===== config.mk =====
export PLATFORM = sky130hd
export DESIGN_NAME = wb_burst_master_flat
export DESIGN_NICKNAME = d
export VERILOG_FILES = /design/src/rtl/wb_burst_if.sv /design/src/rtl/wb_burst_master.sv /design/src/flat_wrapper.sv
export SDC_FILE = /design/constraint.sdc
export NUM_CORES = 1
export LEC_CHECK = 0
export CAP_MARGIN = 10
export CORE_MARGIN = 2
export CORE_UTILIZATION = 33
export CTS_CLUSTER_DIAMETER = 50
export DETAILED_ROUTE_END_ITERATION = 16
export GPL_TIMING_DRIVEN = 1
export PLACE_DENSITY_LB_ADDON = 0.15
export RECOVER_POWER = 25
export SLEW_MARGIN = 10
export SYNTH_ARGS = -nofsm -noshare
export SYNTH_HDL_FRONTEND = slang
export SYNTH_SLANG_ARGS = --single-unit

===== constraint.sdc =====
create_clock -name wb_clk_i -period 5.7 [get_ports wb_clk_i]
set_input_delay 0.855 -clock wb_clk_i [delete_from_list [all_inputs] [get_ports wb_clk_i]]
set_output_delay 0.855 -clock wb_clk_i [all_outputs]
set_load 0.05 [all_outputs]

===== src/rtl/wb_burst_if.sv =====
// Wishbone B3 master/slave bundle used between the burst engine and its slave.
// Ports: cyc/stb/we/addr/dat_o/sel/cti from master, ack/dat_i from slave.
interface wb_burst_if #(
    parameter int AW = 32,
    parameter int DW = 32
);
    logic            wb_cyc_o;
    logic            wb_stb_o;
    logic            wb_we_o;
    logic [AW-1:0]   wb_addr_o;
    logic [DW-1:0]   wb_dat_o;
    logic [DW/8-1:0] wb_sel_o;
    logic [2:0]      wb_cti_o;
    logic            wb_ack_i;
    logic [DW-1:0]   wb_dat_i;

    modport master (
        output wb_cyc_o, wb_stb_o, wb_we_o, wb_addr_o,
        output wb_dat_o, wb_sel_o, wb_cti_o,
        input  wb_ack_i, wb_dat_i
    );

    modport slave (
        input  wb_cyc_o, wb_stb_o, wb_we_o, wb_addr_o,
        input  wb_dat_o, wb_sel_o, wb_cti_o,
        output wb_ack_i, wb_dat_i
    );
endinterface


===== src/rtl/wb_burst_master.sv =====
// Wishbone B3 burst master: one incrementing burst per command, pattern
// seed+k on writes, pattern check with error count on reads, per-beat timeout.
// Ports: wb_clk_i/wb_resetn, cmd_* request, wb (master modport), done_o,
// timeout_o (sticky), err_clr, err_cnt, first_err_addr.
module wb_burst_master #(
    parameter int AW  = 32,
    parameter int DW  = 32,
    parameter int LW  = 8,
    parameter int TMO = 1023
) (
    input  logic          wb_clk_i,
    input  logic          wb_resetn,
    input  logic          cmd_valid,
    output logic          cmd_ready,
    input  logic          cmd_we,
    input  logic [AW-1:0] cmd_addr,
    input  logic [LW-1:0] cmd_len,
    input  logic [DW-1:0] cmd_seed,
    wb_burst_if.master    wb,
    output logic          done_o,
    output logic          timeout_o,
    input  logic          err_clr,
    output logic [15:0]   err_cnt,
    output logic [AW-1:0] first_err_addr
);
    localparam int SW  = DW / 8;
    localparam int WCW = $clog2(TMO + 1);

    typedef enum logic [1:0] {
        S_IDLE,
        S_BURST,
        S_DONE
    } state_t;

    state_t state, state_nx;

    logic            we_q;
    logic [LW-1:0]   len_q;
    logic [DW-1:0]   seed_q;
    logic [LW-1:0]   k_q;
    logic [WCW-1:0]  wcnt_q;
    logic            cyc_q;
    logic [AW-1:0]   addr_q;
    logic [DW-1:0]   dat_q;
    logic [SW-1:0]   sel_q;
    logic [2:0]      cti_q;
    logic            tmo_q;
    logic [15:0]     err_q;
    logic [AW-1:0]   first_q;

    logic            accept;
    logic            ack_ev;
    logic            stall_out;
    logic            last;
    logic            mism;
    logic [LW-1:0]   k_nx;
    logic [DW-1:0]   exp_dat;

    assign last    = (k_q == len_q);
    assign k_nx    = k_q + 1'b1;
    assign exp_dat = seed_q + DW'(k_q);

    always_comb begin
        state_nx  = state;
        accept    = 1'b0;
        ack_ev    = 1'b0;
        stall_out = 1'b0;
        unique case (state)
            S_IDLE: begin
                if (cmd_valid) begin
                    accept   = 1'b1;
                    state_nx = S_BURST;
                end
            end
            S_BURST: begin
                if (wb.wb_ack_i) begin
                    ack_ev = 1'b1;
                    if (last) state_nx = S_DONE;
                end else if (wcnt_q == WCW'(TMO - 1)) begin
                    // TMO-th stalled cycle ends here: abort the rest
                    stall_out = 1'b1;
                    state_nx  = S_DONE;
                end
            end
            S_DONE: begin
                state_nx = S_IDLE;
            end
            default: begin
                state_nx = S_IDLE;
            end
        endcase
    end

    assign mism = ack_ev & ~we_q & (wb.wb_dat_i != exp_dat);

    always_ff @(posedge wb_clk_i or negedge wb_resetn) begin
        if (!wb_resetn) state <= S_IDLE;
        else            state <= state_nx;
    end

    always_ff @(posedge wb_clk_i or negedge wb_resetn) begin
        if (!wb_resetn) begin
            we_q   <= 1'b0;
            len_q  <= '0;
            seed_q <= '0;
            k_q    <= '0;
            wcnt_q <= '0;
            cyc_q  <= 1'b0;
            addr_q <= '0;
            dat_q  <= '0;
            sel_q  <= '0;
            cti_q  <= 3'b000;
        end else if (accept) begin
            we_q   <= cmd_we;
            len_q  <= cmd_len;
            seed_q <= cmd_seed;
            k_q    <= '0;
            wcnt_q <= '0;
            cyc_q  <= 1'b1;
            addr_q <= cmd_addr;
            dat_q  <= cmd_we ? cmd_seed : '0;
            sel_q  <= '1;
            cti_q  <= (cmd_len == '0) ? 3'b000 : 3'b010;
        end else if (ack_ev && !last) begin
            // present the next beat right away, no strobe gap
            k_q    <= k_nx;
            wcnt_q <= '0;
            addr_q <= addr_q + AW'(SW);
            dat_q  <= we_q ? (seed_q + DW'(k_nx)) : '0;
            cti_q  <= (k_nx == len_q) ? 3'b111 : 3'b010;
        end else if (ack_ev || stall_out) begin
            we_q   <= 1'b0;
            cyc_q  <= 1'b0;
            addr_q <= '0;
            dat_q  <= '0;
            sel_q  <= '0;
            cti_q  <= 3'b000;
        end else if (state == S_BURST) begin
            wcnt_q <= wcnt_q + 1'b1;
        end
    end

    always_ff @(posedge wb_clk_i or negedge wb_resetn) begin
        if (!wb_resetn) begin
            err_q   <= '0;
            first_q <= '0;
            tmo_q   <= 1'b0;
        end else begin
            if (err_clr) begin
                // a mismatch in the clearing cycle is the first new error
                err_q   <= mism ? 16'd1 : 16'd0;
                first_q <= mism ? addr_q : '0;
            end else if (mism) begin
                if (err_q == 16'd0)     first_q <= addr_q;
                if (err_q != 16'hFFFF)  err_q   <= err_q + 16'd1;
            end
            if (stall_out)    tmo_q <= 1'b1;
            else if (err_clr) tmo_q <= 1'b0;
        end
    end

    assign cmd_ready      = (state == S_IDLE);
    assign done_o         = (state == S_DONE);
    assign timeout_o      = tmo_q;
    assign err_cnt        = err_q;
    assign first_err_addr = first_q;

    assign wb.wb_cyc_o  = cyc_q;
    assign wb.wb_stb_o  = cyc_q;
    assign wb.wb_we_o   = we_q;
    assign wb.wb_addr_o = addr_q;
    assign wb.wb_dat_o  = dat_q;
    assign wb.wb_sel_o  = sel_q;
    assign wb.wb_cti_o  = cti_q;
endmodule

===== src/flat_wrapper.sv =====
// flat-port wrapper written by rule: the top's interface ports become plain ports
module wb_burst_master_flat 
#(
    parameter int AW  = 32,
    parameter int DW  = 32,
    parameter int LW  = 8,
    parameter int TMO = 1023
)
  (wb_clk_i, wb_resetn, cmd_valid, cmd_ready, cmd_we, cmd_addr, cmd_len, cmd_seed, done_o, timeout_o, err_clr, err_cnt, first_err_addr, wb_wb_cyc_o, wb_wb_stb_o, wb_wb_we_o, wb_wb_addr_o, wb_wb_dat_o, wb_wb_sel_o, wb_wb_cti_o, wb_wb_ack_i, wb_wb_dat_i);
  wb_burst_if #(.AW(AW), .DW(DW)) wb_i ();
  input  logic wb_clk_i;
  input  logic wb_resetn;
  input  logic cmd_valid;
  output logic cmd_ready;
  input  logic cmd_we;
  input  logic [AW-1:0] cmd_addr;
  input  logic [LW-1:0] cmd_len;
  input  logic [DW-1:0] cmd_seed;
  output logic done_o;
  output logic timeout_o;
  input  logic err_clr;
  output logic [15:0] err_cnt;
  output logic [AW-1:0] first_err_addr;
  output wire logic [$bits(wb_i.wb_cyc_o)-1:0] wb_wb_cyc_o;
  output wire logic [$bits(wb_i.wb_stb_o)-1:0] wb_wb_stb_o;
  output wire logic [$bits(wb_i.wb_we_o)-1:0] wb_wb_we_o;
  output wire logic [$bits(wb_i.wb_addr_o)-1:0] wb_wb_addr_o;
  output wire logic [$bits(wb_i.wb_dat_o)-1:0] wb_wb_dat_o;
  output wire logic [$bits(wb_i.wb_sel_o)-1:0] wb_wb_sel_o;
  output wire logic [$bits(wb_i.wb_cti_o)-1:0] wb_wb_cti_o;
  input wire logic [$bits(wb_i.wb_ack_i)-1:0] wb_wb_ack_i;
  input wire logic [$bits(wb_i.wb_dat_i)-1:0] wb_wb_dat_i;
  assign wb_wb_cyc_o = wb_i.wb_cyc_o;
  assign wb_wb_stb_o = wb_i.wb_stb_o;
  assign wb_wb_we_o = wb_i.wb_we_o;
  assign wb_wb_addr_o = wb_i.wb_addr_o;
  assign wb_wb_dat_o = wb_i.wb_dat_o;
  assign wb_wb_sel_o = wb_i.wb_sel_o;
  assign wb_wb_cti_o = wb_i.wb_cti_o;
  assign wb_i.wb_ack_i = wb_wb_ack_i;
  assign wb_i.wb_dat_i = wb_wb_dat_i;
  wb_burst_master #(.AW(AW), .DW(DW), .LW(LW), .TMO(TMO)) u_core (.wb_clk_i(wb_clk_i), .wb_resetn(wb_resetn), .cmd_valid(cmd_valid), .cmd_ready(cmd_ready), .cmd_we(cmd_we), .cmd_addr(cmd_addr), .cmd_len(cmd_len), .cmd_seed(cmd_seed), .wb(wb_i), .done_o(done_o), .timeout_o(timeout_o), .err_clr(err_clr), .err_cnt(err_cnt), .first_err_addr(first_err_addr));
endmodule

==> flow_summary.toml, run 1 <==
[floorplanning]
start_util_pct = 33.3
core_um2 = 31300
die_h_um = 182
io_pins = 235
dieArea_um2 = 33000
placementRows = 65
die_w_um = 182

[layout]
final_util_pct = 43.5
fin_nets = 1484
antennaDiodeCount = 0
fillers = 3083
layout-drive-gt1-share_pct = 4.99
area_growth_pct = 30.6
multiInputGateArea_um2 = 5570
seq_area_um2 = 4430

[grt]
grt_pass1_wl_mm = 54.3
grtUsageTotal_pct = 20.8
gr-total-overflow = 0
grt_max_degree = 85
antenna_found_initial = 0
grt_pass1_vias = 9506

[clock_network]
cts_setup_buffers = 0
clk_latency_ps = 440
cts_max_path_buffers = 2
clock-sinks = 177
cts_buffers = 17
clockRootBuffer = "clkbuf_16"
htree_levels = 4
clkTransAtPathRegs_ps = 80
ctsHoldBuffers = 0
cts_resized = 0
cts_tree = "built"

[run]
drv_cap = 1

[timing]
hold_violations = 0
timing.hold.ws_ps = 451
setup_viol = 0
grt_setup_unrepaired = "no"
timing.slew.headroom_pct = -75.4
drv_slew = 46
min_period_ps = 4380
worst_pin_slew_ps = 2630
fmax_ghz = 0.228
timing.final.crit_share_pct = 76.9
fin_skew_ps = 16.4
tns_ps = 0
setup_ws_ps = 1320

[placed_design]
preCtsSetupSlack_ps = 1360
hpwlAfterDp_mm = 24.1
gp_congestion = 0.890
port_buffers = 234

[power_and_ir_drop]
leakage_nw = 5.72
ir_worst_vdd_mv = 0.260
power_mw = 7.26
p_per_area_nw_per_um2 = 534

[setup_path]
start_kind = "flip-flop"
cp_max_fo = 32
path_class = "reg -> reg"
timing.rr.start = "u_core.k_q[0]$_DFFE_PN0P_"
cp.arrival_ps = 4750
r2r_slack_ps = 1320
crit_start = "u_core.k_q[0]$_DFFE_PN0P_"
cp.required_ps = 6070
crit_path_end_kind = "flip-flop"

[route]
postRouteAntennaNets = 0
drt_pass1_iterations = 5
wire_per_inst_um = 19.2
drt_iter0_markers = 721
viasPerCell = 5.47
wl_mm = 33.9
num_vias = 9654
drcViolationCount = 0

[logic_synthesis]
yosysTopAreaCell = "dfrtp_1"
ys_warn_count = 0
netlist_area_um2 = 10400
synth.avg_cell_area_um2 = 8.96
syn_nets = 1298
synth_area_leaders = "dfrtp_1 42%, nand2_1 6.9%, xnor2_1 4.5%, o21ai_0 3.9%, xor2_1 3.7%"
synth-edff-count = 0
seq_area_frac_synth_pct = 42.5
async_reset_ff_share_pct = 100
netlist_instances = 1164
ys_types = 74
synth_top_area_share_pct = 42.5
synth.ff_latch_count = 177
synth_common_cells = "192 x nand2_1, 177 x dfrtp_1, 86 x nor2_1"
yosysMostFrequentCell = "nand2_1"
ys.flop_type = "dfrtp_1"

[outcome]
status = "finished with violations"
violations = "max-capacitance violations, max-slew violations"

[worst_hold_path]
min_path_type = "in -> async"
-- area by class of cell --
class,instances,share of cell area [%]
timing repair buffer,246,17.9
clock inverter,15,1.09
sequential,177,32.5
tap,402,3.70
clock buffer,17,3.13
inverter,27,0.745
multi-input combinational,881,40.9
-- sequential cells by signal, indices dropped and copies added, names as in the netlist, 2 cells and up --
| register | count |
|---|---|
| u_core.seed_q | 32 |
| u_core.wcnt_q | 10 |
| u_core.len_q | 8 |
| u_core.k_q | 8 |
| u_core.err_cnt | 16 |
| u_core.wb.wb_cti_o | 2 |
| u_core.state | 2 |
| u_core.wb.wb_addr_o | 32 |
| u_core.first_err_addr | 32 |
| u_core.wb.wb_dat_o | 32 |
-- cells in the final DEF (no fill, tap or decap), types with 6 or more instances in the layout --
cell / netlist / final
mux2_1: 7 / 7
nor3_1: 23 / 23
o211ai_1: 14 / 14
a221o_1: 10 / 10
o21ai_0: 81 / 81
nand2_1: 192 / 192
nand4_1: 25 / 25
a31oi_1: 11 / 10
or3_1: 7 / 7
and3_1: 28 / 28
clkdlybuf4s50_1: 0 / 233
nand3_1: 39 / 39
a21o_1: 6 / 6
dfrtp_1: 177 / 177
nor2b_1: 21 / 21
a32o_1: 33 / 33
inv_1: 27 / 27
and2_1: 8 / 7
and4_1: 9 / 9
o2111ai_1: 6 / 6
a21oi_1: 30 / 29
xnor2_1: 53 / 53
nor4_1: 16 / 16
clkbuf_16: 0 / 17
nor2_1: 86 / 86
a221oi_1: 7 / 7
ha_1: 22 / 22
a22oi_1: 24 / 24
xor2_1: 44 / 44
buf_4: 6 / 11
-- critical path: stages, from the launching register on --
cell,delay (ps)
dfrtp_1,460
ha_1,270
fa_1,440
a211oi_4,360
o21bai_1,120
a211o_1,310
a221o_1,370
or4_4,540
nor4_2,630
or3_1,200
buf_4,340
a32o_1,230
-- final timing paths --
kind	to	cells past startpoint
worst max-delay path	u_core.first_err_addr[7]$_DFFE_PN0P_	11
worst min-delay path	u_core.wb.wb_addr_o[13]$_DFFE_PN0P_	1
worst max register to register	u_core.first_err_addr[7]$_DFFE_PN0P_	11
worst min register to register	u_core.wb.wb_dat_o[0]$_DFFE_PN0P_	2
max in group asynchronous	u_core.wcnt_q[9]$_DFFE_PN0P_	2
min in group wb_clk_i	u_core.wb.wb_dat_o[0]$_DFFE_PN0P_	2
-- metrics by stage --
stage | area, µm² | std cells
2_1_floorplan | 10400 | 1164
3_3_place_gp | 13000 | 1733
3_5_place_dp | 13000 | 1733
4_1_cts | 13600 | 1765
5_1_grt | 13600 | 1765
6_report | 13600 | 1765
-- routing by layer --
layer / vias up / GRT usage (%) / routed length, µm
li1: 4573 / - / -
met4: 0 / 6.60 / 650
met2: 287 / 33.7 / 16000
met5: - / 0 / 0
met3: 39 / 3.07 / 1460
met1: 4755 / 28.5 / 15800
-- report_power, final --
group,switching [mW],leakage (nW),internal [mW]
sequential,0.605,2.33,1.70
combinational,2.45,3.12,1.33
clock,0.593,0.273,0.582
-- cells by family after synthesis --
group           share of synthesized area (%)
flops                                    42.5
xor+xnor                                 8.15
buf+inv                                  4.36
compound gates                           18.2
fa+ha+maj                                3.02
mux                                      1.78
simple gates                             22.0
No activity file was read; power rests on OpenSTA's default activity.
==> inputs of run 2 (changes only) <==
==> constraint.sdc (replaced) <==
create_clock -name wb_clk_i -period 4.3 [get_ports wb_clk_i]
set_input_delay 0.645 -clock wb_clk_i [delete_from_list [all_inputs] [get_ports wb_clk_i]]
set_output_delay 0.645 -clock wb_clk_i [all_outputs]
set_load 0.05 [all_outputs]
==> run 2 against run 1 <==
  * The flow still finishes with violations (max-capacitance violations, max-slew violations)
  * Combinational power is 35% higher
  * Largest power group unchanged
  * Clock skew shrank 3.2 ps
  * Utilization rose by 0.39 points
  * First-iteration DRC count down 4.6%
  * Sequential cell count is the same
  * Final cell count grew 0.74%
  * Critical path type unchanged
  * Non-clock buffer count increased by 13
==> flow_summary.toml, run 2 (synthesis results as in run 1) <==
[grt]
grt_pass1_vias = 9575
gr-total-overflow = 0
grt_pass1_wl_mm = 54.3
antenna_found_initial = 0
grt_max_degree = 91
grtUsageTotal_pct = 20.8

[route]
drcViolationCount = 0
drt_iter0_markers = 688
wire_per_inst_um = 19.4
wl_mm = 34.5
postRouteAntennaNets = 0
viasPerCell = 5.39
drt_pass1_iterations = 5
num_vias = 9582

[floorplanning]
io_pins = 235
dieArea_um2 = 33000
start_util_pct = 33.3
core_um2 = 31300
placementRows = 65
die_w_um = 182
die_h_um = 182

[timing]
fmax_ghz = 0.254
grt_setup_unrepaired = "no"
tns_ps = 0
timing.final.crit_share_pct = 91.6
min_period_ps = 3940
hold_violations = 0
worst_pin_slew_ps = 2300
timing.hold.ws_ps = 510
fin_skew_ps = 13.2
setup_ws_ps = 362
drv_slew = 120
setup_viol = 0
timing.slew.headroom_pct = -53.5

[power_and_ir_drop]
p_per_area_nw_per_um2 = 708
switchingPower_mw = 4.89
p_clk_share_pct = 16.4
seq_power_share_pct = 31.3
internal_power_mw = 4.83
ir_worst_vdd_mv = 0.318
leakage_nw = 5.79
comb_power_share_pct = 52.3
swShare_pct = 50.3

[setup_path]
cp_max_fo = 14
start_kind = "flip-flop"
crit_path_end_kind = "flip-flop"
cp.required_ps = 4620
path_class = "reg -> reg"
cp.arrival_ps = 4260

[outcome]
status = "finished with violations"
violations = "max-capacitance violations, max-slew violations"

[clock_network]
clk_latency_ps = 440
cts_max_path_buffers = 2
htree_levels = 4
cts_buffers = 17
cts_setup_buffers = 0
cts_resized = 0
ctsHoldBuffers = 0
clock-sinks = 177
clkTransAtPathRegs_ps = 80
clockRootBuffer = "clkbuf_16"
cts_tree = "built"

[placed_design]
hpwlAfterDp_mm = 25.1
gp_congestion = 0.905
preCtsSetupSlack_ps = 386
port_buffers = 234

[layout]
area_growth_pct = 31.7
antennaDiodeCount = 0
layout-drive-gt1-share_pct = 5.81
final_common_cell = "clkdlybuf4s50_1"
fin_nets = 1497
final_cell_mix = "233 x clkdlybuf4s50_1, 192 x nand2_1, 177 x dfrtp_1"
final_util_pct = 43.9

[run]
drv_cap = 2

[worst_hold_path]
min_path_type = "reg -> reg"
==> run 2: cell types whose count changed in the layout (fill, tap and decap cells not counted), sizes merged <==
cell	previous run	this run
clkbuf	18	20
clkinv	6	8
inv	33	32
clkinvlp	3	2
buf	12	23
==> run 2: stage by stage <==
step / cells / total power, mW / cell area, µm²
3_3_place_gp: 1746 / 8.12 / 13200
6_report: 1778 / 9.72 / 13700
3_5_place_dp: 1746 / 8.17 / 13200
5_1_grt: 1778 / 10.3 / 13700
2_1_floorplan: 1164 / 6.33 / 10400
4_1_cts: 1778 / 9.79 / 13700
==> run 2: final timing paths <==
kind	start	endpoint	slack, ps	cells after the start
max in group asynchronous	wb_resetn	u_core.wcnt_q[2]$_DFFE_PN0P_	1090	2
setup reg to reg	u_core.seed_q[0]$_DFFE_PN0P_	u_core.err_cnt[2]$_DFFE_PN0P_	360	10
min in group asynchronous	wb_resetn	u_core.first_err_addr[13]$_DFFE_PN0P_	890	1
hold reg to reg	u_core.timeout_o$_DFFE_PN0P_	u_core.timeout_o$_DFFE_PN0P_	510	1
hold / removal	u_core.timeout_o$_DFFE_PN0P_	u_core.timeout_o$_DFFE_PN0P_	510	1
setup / recovery	u_core.seed_q[0]$_DFFE_PN0P_	u_core.err_cnt[2]$_DFFE_PN0P_	360	10
==> run 2: metal layers <==
layer  vias up  part of all wire (%)  wire length (µm)  global-route usage [%]
li1       4583                     -                 -                       -
met4         0                   1.3               456                    4.52
met3        28                   4.7              1610                    3.71
met5         -                     0                 0                       0
met2       282                    48             16600                    34.8
met1      4689                    46             15900                    28.3
==> run 2: power by group through the flow <==
stage	registers [mW]	clock network [mW]	logic, mW
6_report	3.04	1.59	5.09
3_5_place_dp	3.07	0	5.10
2_1_floorplan	4.05	0	2.28
5_1_grt	3.15	1.70	5.44
3_3_place_gp	3.05	0	5.06
4_1_cts	3.04	1.63	5.12
==> run 2: final cells by class <==
class / count / area (µm²)
clock buffer: 17 / 425
multi-input combinational: 881 / 5570
fill: 3023 / 17600
tap: 402 / 503
sequential: 177 / 4430
clock inverter: 15 / 171
timing repair buffer: 259 / 2530
inverter: 27 / 101
==> run 2: worst max-delay path: stages, from the launching register on <==
cell	delay, ps
dfrtp_1	410
ha_1	230
fa_1	450
a211oi_4	260
o21bai_1	100
a211o_1	300
a221o_1	360
or4_4	530
or4_4	660
nand4_1	160
mux2_2	360
==> inputs of run 3 (changes only) <==
--- a/config.mk
+++ b/config.mk
@@ -11,7 +11,6 @@
 export CTS_CLUSTER_DIAMETER = 50
 export DETAILED_ROUTE_END_ITERATION = 16
 export GPL_TIMING_DRIVEN = 1
-export PLACE_DENSITY_LB_ADDON = 0.15
 export RECOVER_POWER = 25
 export SLEW_MARGIN = 10
 export SYNTH_ARGS = -nofsm -noshare
==> run 3 against run 2 <==
  * The run still ends with max-capacitance violations, max-slew violations left
  * Total power rose by 0.24%
  * Clock power rose by 4%
  * Critical endpoint unchanged
  * Wire length fell by 3.0%
  * Non-clock buffer count fell by 5
  * Setup slack got worse by 120 ps
  * Combinational power barely moved
  * Final cell count fell by 0.28%
  * Clock skew rose by 2.9 ps
  * Maximum frequency fell by 2.8%
  * Largest power group unchanged
==> flow_summary.toml, run 3 (synthesis results as in run 1) <==
[setup_path]
critPathBufInv = 0
start_kind = "flip-flop"
cp_max_fo = 14
rr_endpoint = "u_core.err_cnt[2]$_DFFE_PN0P_"
crit_top_cell = "or4_4"
crit_end = "u_core.err_cnt[2]$_DFFE_PN0P_"
r2r_slack_ps = 250
crit_path_end_kind = "flip-flop"
cp.arrival_ps = 4370
path_class = "reg -> reg"
critPathTopFamily = "simple AND/OR/NAND/NOR gates"
cp.required_ps = 4620
crit_chain = "ha_1, fa_1, a211oi_4, o21bai_1, a211o_1, a221o_1, or4_4, or4_4, nand4_1, mux2_2"
crit_cells = 10
timing.rr.start = "u_core.k_q[0]$_DFFE_PN0P_"
critPathSlowestCell = "or4_4"
crit_path_max_incr_delay_ps = 650
worst-r2r-cell-count = 10
crit_start = "u_core.k_q[0]$_DFFE_PN0P_"

[floorplanning]
start_util_pct = 33.3
dieArea_um2 = 33000
die_w_um = 182
placementRows = 65
core_um2 = 31300
io_pins = 235
die_h_um = 182

[timing]
hold_violations = 0
tns_ps = 0
fin_skew_ps = 16.1
worst_pin_slew_ps = 2250
fmax_ghz = 0.247
grt_setup_unrepaired = "no"
drv_slew = 150
setup_viol = 0
timing.final.crit_share_pct = 94.3
timing.slew.headroom_pct = -50.1
min_period_ps = 4050

[layout]
fillers = 3067
seq_area_um2 = 4430
instances_no_fill = 1773
final_common_cell = "clkdlybuf4s50_1"
final_cell_mix = "233 x clkdlybuf4s50_1, 192 x nand2_1, 177 x dfrtp_1"
area_growth_pct = 31.6
layout-drive-gt1-share_pct = 5.69
multiInputGateArea_um2 = 5570
antennaDiodeCount = 0
fin_nets = 1492
final_util_pct = 43.8

[placed_design]
gp_congestion = 0.900
dpl.cell_count = 1741
hpwlAfterDp_mm = 24.1
port_buffers = 234

[grt]
grtUsageTotal_pct = 20.3
grt_max_degree = 88
grt_pass1_wl_mm = 53.3
antenna_found_initial = 0
gr-total-overflow = 0
grt_pass1_vias = 9379

[clock_network]
htree_levels = 4
clkTransAtPathRegs_ps = 80
clk_latency_ps = 440
cts_setup_buffers = 0
cts_resized = 0
cts_tree = "built"
cts_max_path_buffers = 2
clockRootBuffer = "clkbuf_16"
ctsHoldBuffers = 0
cts_buffers = 17
clock-sinks = 177

[power_and_ir_drop]
ir_worst_vdd_mv = 0.315
leakage_nw = 5.78
power_mw = 9.74
p_per_area_nw_per_um2 = 710

[route]
drcViolationCount = 0
drt_pass1_iterations = 5
drt_iter0_markers = 823
wl_mm = 33.5
postRouteAntennaNets = 0
num_vias = 9572
wire_per_inst_um = 18.9
viasPerCell = 5.40

[run]
drv_cap = 2

[outcome]
violations = "max-capacitance violations, max-slew violations"
status = "finished with violations"

[worst_hold_path]
min_path_type = "reg -> reg"
[run 3: changes by cell type in the layout (fill, tap and decap cells not counted)]
cell / previous run / this run
clkinv_8: 5 / 3
clkbuf_2: 1 / 2
bufinv_16: 0 / 1
and3_2: 0 / 1
and3_1: 28 / 27
clkbuf_1: 2 / 0
buf_4: 22 / 18
clkinv_4: 3 / 1
inv_8: 2 / 5
[run 3: worst min-delay path by stage]
stage,startpoint,end,slack [ps],cells after the start
finish,u_core.wb.wb_dat_o[0]$_DFFE_PN0P_,u_core.wb.wb_dat_o[0]$_DFFE_PN0P_,510,2
global route,u_core.timeout_o$_DFFE_PN0P_,u_core.timeout_o$_DFFE_PN0P_,540,1
detailed placement,u_core.wb.wb_dat_o[0]$_DFFE_PN0P_,u_core.wb.wb_dat_o[0]$_DFFE_PN0P_,480,2
floorplan,wb_resetn,u_core.err_cnt[0]$_DFFE_PN0P_,350,0
global placement,u_core.timeout_o$_DFFE_PN0P_,u_core.timeout_o$_DFFE_PN0P_,480,1
CTS,wb_resetn,u_core.first_err_addr[14]$_DFFE_PN0P_,310,1
[run 3: metrics by stage]
| stage | worst slack (ps) | hold WS [ps] | instance area, µm² |
|---|---|---|---|
| 2_1_floorplan | 337 | 349 | 10400 |
| 3_3_place_gp | 306 | 477 | 13100 |
| 3_5_place_dp | 278 | 483 | 13100 |
| 4_1_cts | 263 | 306 | 13700 |
| 5_1_grt | 147 | 537 | 13700 |
| 6_report | 246 | 510 | 13700 |
[run 3: power by group]
group / internal (mW) / total, mW / switching, mW
clock network: 0.841 / 1.66 / 0.817
registers: 2.25 / 3.03 / 0.777
logic: 1.79 / 5.06 / 3.27
total: 4.88 / 9.74 / 4.87
[run 3: cell type report]
type	count	area share, %
multi-input combinational	881	40.6
sequential	177	32.3
timing repair buffer	254	18.2
tap	402	3.67
clock buffer	17	3.10
clock inverter	15	1.35
inverter	27	0.739
[run 3: per-layer routing]
layer | up-vias | share of wire, % | routed length, µm | GRT usage [%]
met1 | 4668 | 46 | 15400 | 28.4
met4 | 0 | 0.97 | 325 | 4.16
met2 | 317 | 48 | 16000 | 33.5
met3 | 17 | 5.0 | 1690 | 3.09
met5 | - | 0 | 0 | 0
li1 | 4570 | - | - | -
[run 3: worst reg2reg max path, delay by kind of cell (launching register included)]
kind                     cells  cell delay [ps]
AO/OA/AOI/OAI                4             1040
flip-flops                   1              470
adder cells (fa/ha/maj)      2              720
multiplexers                 1              340
AND/OR/NAND/NOR              3             1360
